==> config.mk <==
export PLATFORM = sky130hd
export DESIGN_NAME = mem_stage
export DESIGN_NICKNAME = d
export VERILOG_FILES = /design/src/rtl/mem_stage_pkg.sv /design/src/rtl/mem_load_align.sv /design/src/rtl/mem_stage.sv
export SDC_FILE = /design/constraint.sdc
export NUM_CORES = 1
export LEC_CHECK = 0
export BUFFER_PORTS_ARGS = -buffer_cell sky130_fd_sc_hd__buf_2
export CORE_AREA = 2 2 167 169
export DETAILED_ROUTE_END_ITERATION = 6
export DIE_AREA = 0 0 169 171
export HOLD_SLACK_MARGIN = 0.06
export MAX_ROUTING_LAYER = met4
export PLACE_DENSITY = 0.65
export REMOVE_ABC_BUFFERS = 1
export SYNTH_ARGS = -nofsm -noshare
export SYNTH_HDL_FRONTEND = slang
export SYNTH_HIERARCHICAL = 1
export SYNTH_SLANG_ARGS = --single-unit
==> constraint.sdc <==
create_clock -name clk -period 2.6 [get_ports clk]
set_clock_uncertainty 0.2 [all_clocks]
set_input_delay 0.65 -clock clk [delete_from_list [all_inputs] [get_ports clk]]
set_output_delay 0.65 -clock clk [all_outputs]
set_load 0.01 [all_outputs]
==> src/rtl/mem_stage_pkg.sv <==
// Shared widths, stall encoding and load-op codes for the MEM pipeline stage.
package mem_stage_pkg;

  localparam int EX_TO_MEM_WD = 76;
  localparam int MEM_TO_WB_WD = 70;
  localparam int STALL_WD     = 6;
  localparam int HILO_WD      = 66;

  localparam logic STOP    = 1'b1;
  localparam logic NO_STOP = 1'b0;

  localparam logic [2:0] LD_NONE = 3'b000;
  localparam logic [2:0] LD_LW   = 3'b001;
  localparam logic [2:0] LD_LB   = 3'b010;
  localparam logic [2:0] LD_LBU  = 3'b011;
  localparam logic [2:0] LD_LH   = 3'b100;
  localparam logic [2:0] LD_LHU  = 3'b101;

  function automatic logic [31:0] ext8(input logic [7:0] b, input logic sgn);
    return {{24{sgn & b[7]}}, b};
  endfunction

  function automatic logic [31:0] ext16(input logic [15:0] h, input logic sgn);
    return {{16{sgn & h[15]}}, h};
  endfunction

endpackage

==> src/rtl/mem_load_align.sv <==
// Combinational load alignment: picks the addressed byte/half from the SRAM word and extends it.
module mem_load_align
  import mem_stage_pkg::*;
(
  input  logic [2:0]  ld_op,
  input  logic [1:0]  addr,
  input  logic [31:0] rdata,
  output logic [31:0] data
);

  logic [31:0] shifted_s;
  logic [15:0] half_s;

  // Byte/half lane selection; addr[0] is deliberately ignored for halfwords.
  always_comb begin
    shifted_s = rdata >> {addr, 3'b000};
    if (addr[1]) begin
      half_s = rdata[31:16];
    end else begin
      half_s = rdata[15:0];
    end
  end

  // Extension per load type; undefined codes behave as a full-word load.
  always_comb begin
    data = rdata;
    case (ld_op)
      LD_NONE: data = rdata;
      LD_LW:   data = rdata;
      LD_LB:   data = ext8(shifted_s[7:0], 1'b1);
      LD_LBU:  data = ext8(shifted_s[7:0], 1'b0);
      LD_LH:   data = ext16(half_s, 1'b1);
      LD_LHU:  data = ext16(half_s, 1'b0);
      default: data = rdata;
    endcase
  end

endmodule

==> src/rtl/mem_stage.sv <==
// MEM pipeline stage: EX->MEM input register, load data alignment, WB bus and forwarding copies.
module mem_stage
  import mem_stage_pkg::*;
(
  input  logic                    clk,
  input  logic                    rst,
  input  logic [STALL_WD-1:0]     stall,
  input  logic [EX_TO_MEM_WD-1:0] ex_to_mem_bus,
  input  logic [2:0]              ex_ld_op,
  input  logic [HILO_WD-1:0]      hilo_ex_to_mem_bus,
  input  logic [31:0]             data_sram_rdata,
  output logic [MEM_TO_WB_WD-1:0] mem_to_wb_bus,
  output logic [HILO_WD-1:0]      hilo_mem_to_wb_bus,
  output logic                    mem_wreg,
  output logic [4:0]              mem_waddr,
  output logic [31:0]             mem_wdata,
  output logic                    mem_hi_we,
  output logic                    mem_lo_we,
  output logic [31:0]             mem_hi_wdata,
  output logic [31:0]             mem_lo_wdata
);

  logic [EX_TO_MEM_WD-1:0] ex_bus_r;
  logic [2:0]              ld_op_r;
  logic [HILO_WD-1:0]      hilo_r;

  logic [31:0] pc_s;
  logic        sel_rf_res_s;
  logic        rf_we_s;
  logic [4:0]  rf_waddr_s;
  logic [31:0] ex_result_s;
  logic [31:0] load_data_s;
  logic [31:0] rf_wdata_s;
  logic        unused_s;

  // Input register: load, insert a bubble when only this stage stalls, or hold.
  always_ff @(posedge clk or negedge rst) begin
    if (!rst) begin
      ex_bus_r <= '0;
      ld_op_r  <= 3'b000;
      hilo_r   <= '0;
    end else if (stall[3] == NO_STOP) begin
      ex_bus_r <= ex_to_mem_bus;
      ld_op_r  <= ex_ld_op;
      hilo_r   <= hilo_ex_to_mem_bus;
    end else if (stall[4] == NO_STOP) begin
      ex_bus_r <= '0;
      ld_op_r  <= 3'b000;
      hilo_r   <= '0;
    end else begin
      ex_bus_r <= ex_bus_r;
      ld_op_r  <= ld_op_r;
      hilo_r   <= hilo_r;
    end
  end

  assign pc_s         = ex_bus_r[75:44];
  assign sel_rf_res_s = ex_bus_r[38];
  assign rf_we_s      = ex_bus_r[37];
  assign rf_waddr_s   = ex_bus_r[36:32];
  assign ex_result_s  = ex_bus_r[31:0];

  // RAM enable/write-enable only matter to the SRAM port driven in EX.
  assign unused_s = ^{stall[5], stall[2:0], ex_bus_r[43:39]};

  mem_load_align u_load_align (
    .ld_op (ld_op_r),
    .addr  (ex_result_s[1:0]),
    .rdata (data_sram_rdata),
    .data  (load_data_s)
  );

  // Writeback data source select.
  always_comb begin
    if (sel_rf_res_s) begin
      rf_wdata_s = load_data_s;
    end else begin
      rf_wdata_s = ex_result_s;
    end
  end

  assign mem_to_wb_bus      = {pc_s, rf_we_s, rf_waddr_s, rf_wdata_s};
  assign hilo_mem_to_wb_bus = hilo_r;

  assign mem_wreg     = rf_we_s;
  assign mem_waddr    = rf_waddr_s;
  assign mem_wdata    = rf_wdata_s;
  assign mem_hi_we    = hilo_r[1];
  assign mem_lo_we    = hilo_r[0];
  assign mem_hi_wdata = hilo_r[65:34];
  assign mem_lo_wdata = hilo_r[33:2];

endmodule

==> impl_metrics.toml <==
[critical_path]
crit_type = "reg -> out"
cp_max_fo = 7
regToRegSetupSlack_ps = 1460
cp_data_required_time_ps = 1750
crit_path_end_kind = "output pin"
r2r_start = "ex_bus_r[1]"
cp.arrival_ps = 2240
rr_endpoint = "ex_bus_r[1]"
cp-start-kind = "flip-flop"
reg2reg_depth = 3

[timing]
rsz0062_at_grt = "true"
slew_violations = 0
period_needed_ps = 3090
worst-slew-pin-transition_ps = 548
fmax_mhz = 324
hold_viol_final = 0
slew_headroom = 0.634
timing.final.crit_share = 1.19
setup_viol = 64
setup_ws_ps = -489

[power]
ir_worst_vdd_mv = 0.329
powerDensity_mw_per_mm2 = 623
seqPwrFrac = 0.374
p_sw_frac = 0.311
comb_power_share = 0.248
intPower_mw = 4.54
power_frac_clock = 0.378
power_leakage_nw = 5.55
switchingPower_mw = 2.05

[floorplanning]
fp.dieW_um = 169
start_util = 0.277
fp-row-count = 61
io_pins = 425
die-area_mm2 = 0.0289
core_mm2 = 0.0273
die_y_um = 171

[final_layout]
syn_to_final_growth_pct = 39.6
drive_gt1_frac = 0.573
fin_nets = 1194
final_cell_count_no_fill = 1370
stdcell_area_mm2 = 0.0106

[logic_synthesis]
synthFlopType = "dfrtp_1"
yosys-top-cells-count = "buf_4, dfrtp_1, a22o_1"
syn_area_mm2 = 0.00757
synth.most_common_cell = "buf_4"
synth_cells = 701
synth_area_leaders = "dfrtp_1, buf_4, a22o_1"
synth-seq-area-share = 0.463
syn_avg_cell_area_um2 = 10.8
ys_types = 35
synth_edf_count = 0
synthArstFlopShare = 1.00
synth_top_area_share = 0.463
synth-seq-cells = 140
yosysTopAreaCell = "dfrtp_1"
synth_warnings = 6

[routing]
firstDrtPassIters = 7
routedWlPerCell_um = 18.9
vias = 6580
vias_per_cell = 4.80
drc_errors = 0
initialDrtViolationCount = 302
wl_um = 25900
ant_nets = 0

[clock_network]
root_buffer = "clkbuf_16"
clock_path_buffers = 2
cts_tree = "yes"
h-tree-depth = 4
cts_made_buffers = 17
path_clk_slew_ps = 70
clk_latency_ps = 410
clock_sinks = 140

[status]
violations = "setup timing"
status = "finished with violations"

[global_routing]
grt_pass1_wl_um = 37800
grt_remaining_overflow = 0
track_usage = 0.177
grt_pass1_vias = 6439
antenna_found_initial = 1
grt_max_degree = 59

[job]
maxCapViolCount = 0

[hold_path]
min_path_cells = 2
holdPathEnd = "hilo_mem_to_wb_bus[11]"
min-delay-start = "hilo_ex_to_mem_bus[11]"
hp-class = "in -> reg"

[placed_design]
io_buffers = 415
gp_congestion = 0.846
place_inst = 1326
place_area_mm2 = 0.00937
dp_hpwl_um = 19100
-- cell families after synthesis --
family,Yosys count,share of synthesized area
AOI/OAI and AO/OA,208,0.207
buffers and inverters,232,0.196
DFF,140,0.463
muxes,50,0.0829
and+or+nand+nor,71,0.0515
-- worst max-delay path, stage by stage, from the launching register on --
cell and delay (ps):
dfrtp_2 450, buf_12 150, mux4_2 510, a211oi_2 250
a21oi_2 50, mux2_4 280, buf_6 120
-- repair_timing --
| action | CTS | global route |
|---|---|---|
| hold buffers | 1 | 0 |
| pin swaps | 10 | 3 |
| endpoints found under the hold margin | 42 | 0 |
| setup buffers | 6 | 2 |
| setup endpoints to repair | 64 | 64 |
| cloned | 0 | 2 |
| gates resized for setup | 89 | 21 |
-- layout make-up --
| class | instances | area [µm²] |
|---|---|---|
| clock inverter | 15 | 169 |
| fill | 2728 | 16800 |
| multi-input combinational | 329 | 2820 |
| tap | 346 | 433 |
| inverter | 34 | 130 |
| antenna | 2 | 5.00 |
| timing repair buffer | 487 | 3080 |
| clock buffer | 17 | 425 |
| sequential | 140 | 3510 |
-- power by group through the flow --
| stage | clock network, mW | logic, mW | registers, mW |
|---|---|---|---|
| after floorplan | 0 | 0.491 | 2.60 |
| after global placement | 0 | 1.41 | 2.50 |
| after detailed placement | 0 | 1.43 | 2.50 |
| after CTS | 2.57 | 1.61 | 2.46 |
| after global routing | 2.66 | 1.76 | 2.48 |
| final | 2.49 | 1.64 | 2.46 |
-- layout by cell type (no fill, tap or decap), types with 8 or more instances in the layout --
| cell | count |
|---|---|
| nor2b_1 | 8 |
| mux2_4 | 33 |
| o211ai_1 | 21 |
| buf_2 | 375 |
| buf_12 | 13 |
| dfrtp_1 | 137 |
| inv_1 | 33 |
| nand3_1 | 42 |
| buf_6 | 46 |
| a22o_1 | 109 |
| buf_4 | 50 |
| o21ai_0 | 47 |
| clkbuf_16 | 18 |
-- stage by stage --
stage	setup slack, ps	power, mW	setup TNS (ps)	utilization	hold WS [ps]
CTS	-477	6.64	-26610	0.382	227
global route	-582	6.90	-32370	0.387	232
detailed placement	-313	3.93	-15440	0.343	276
floorplan	-483	3.09	-64750	-	154
global placement	-299	3.91	-14540	0.343	274
finish	-489	6.59	-26390	0.387	255
-- sequential cells by signal, indices dropped and copies added (netlist names) --
register	count
ex_bus_r	71
hilo_mem_to_wb_bus	66
ld_op_r	3
-- worst max path at each step --
stage	startpoint	endpoint	cells after the start
after floorplan	stall[3]	ex_bus_r[19]	2
after global placement	data_sram_rdata[31]	mem_to_wb_bus[19]	7
after detailed placement	data_sram_rdata[31]	mem_wdata[19]	7
after CTS	ex_bus_r[1]	mem_wdata[5]	6
after global routing	ex_bus_r[1]	mem_wdata[0]	6
final	ex_bus_r[1]	mem_to_wb_bus[5]	6
-- routing by layer --
metal / wire, µm / GRT usage / vias up
li1: - / - / 2994
met4: 680 / 0.0639 / 0
met3: 1570 / 0.0389 / 37
met1: 10300 / 0.207 / 3224
met5: 0 / - / -
met2: 13400 / 0.301 / 325
(Power assumes the default switching activity.)
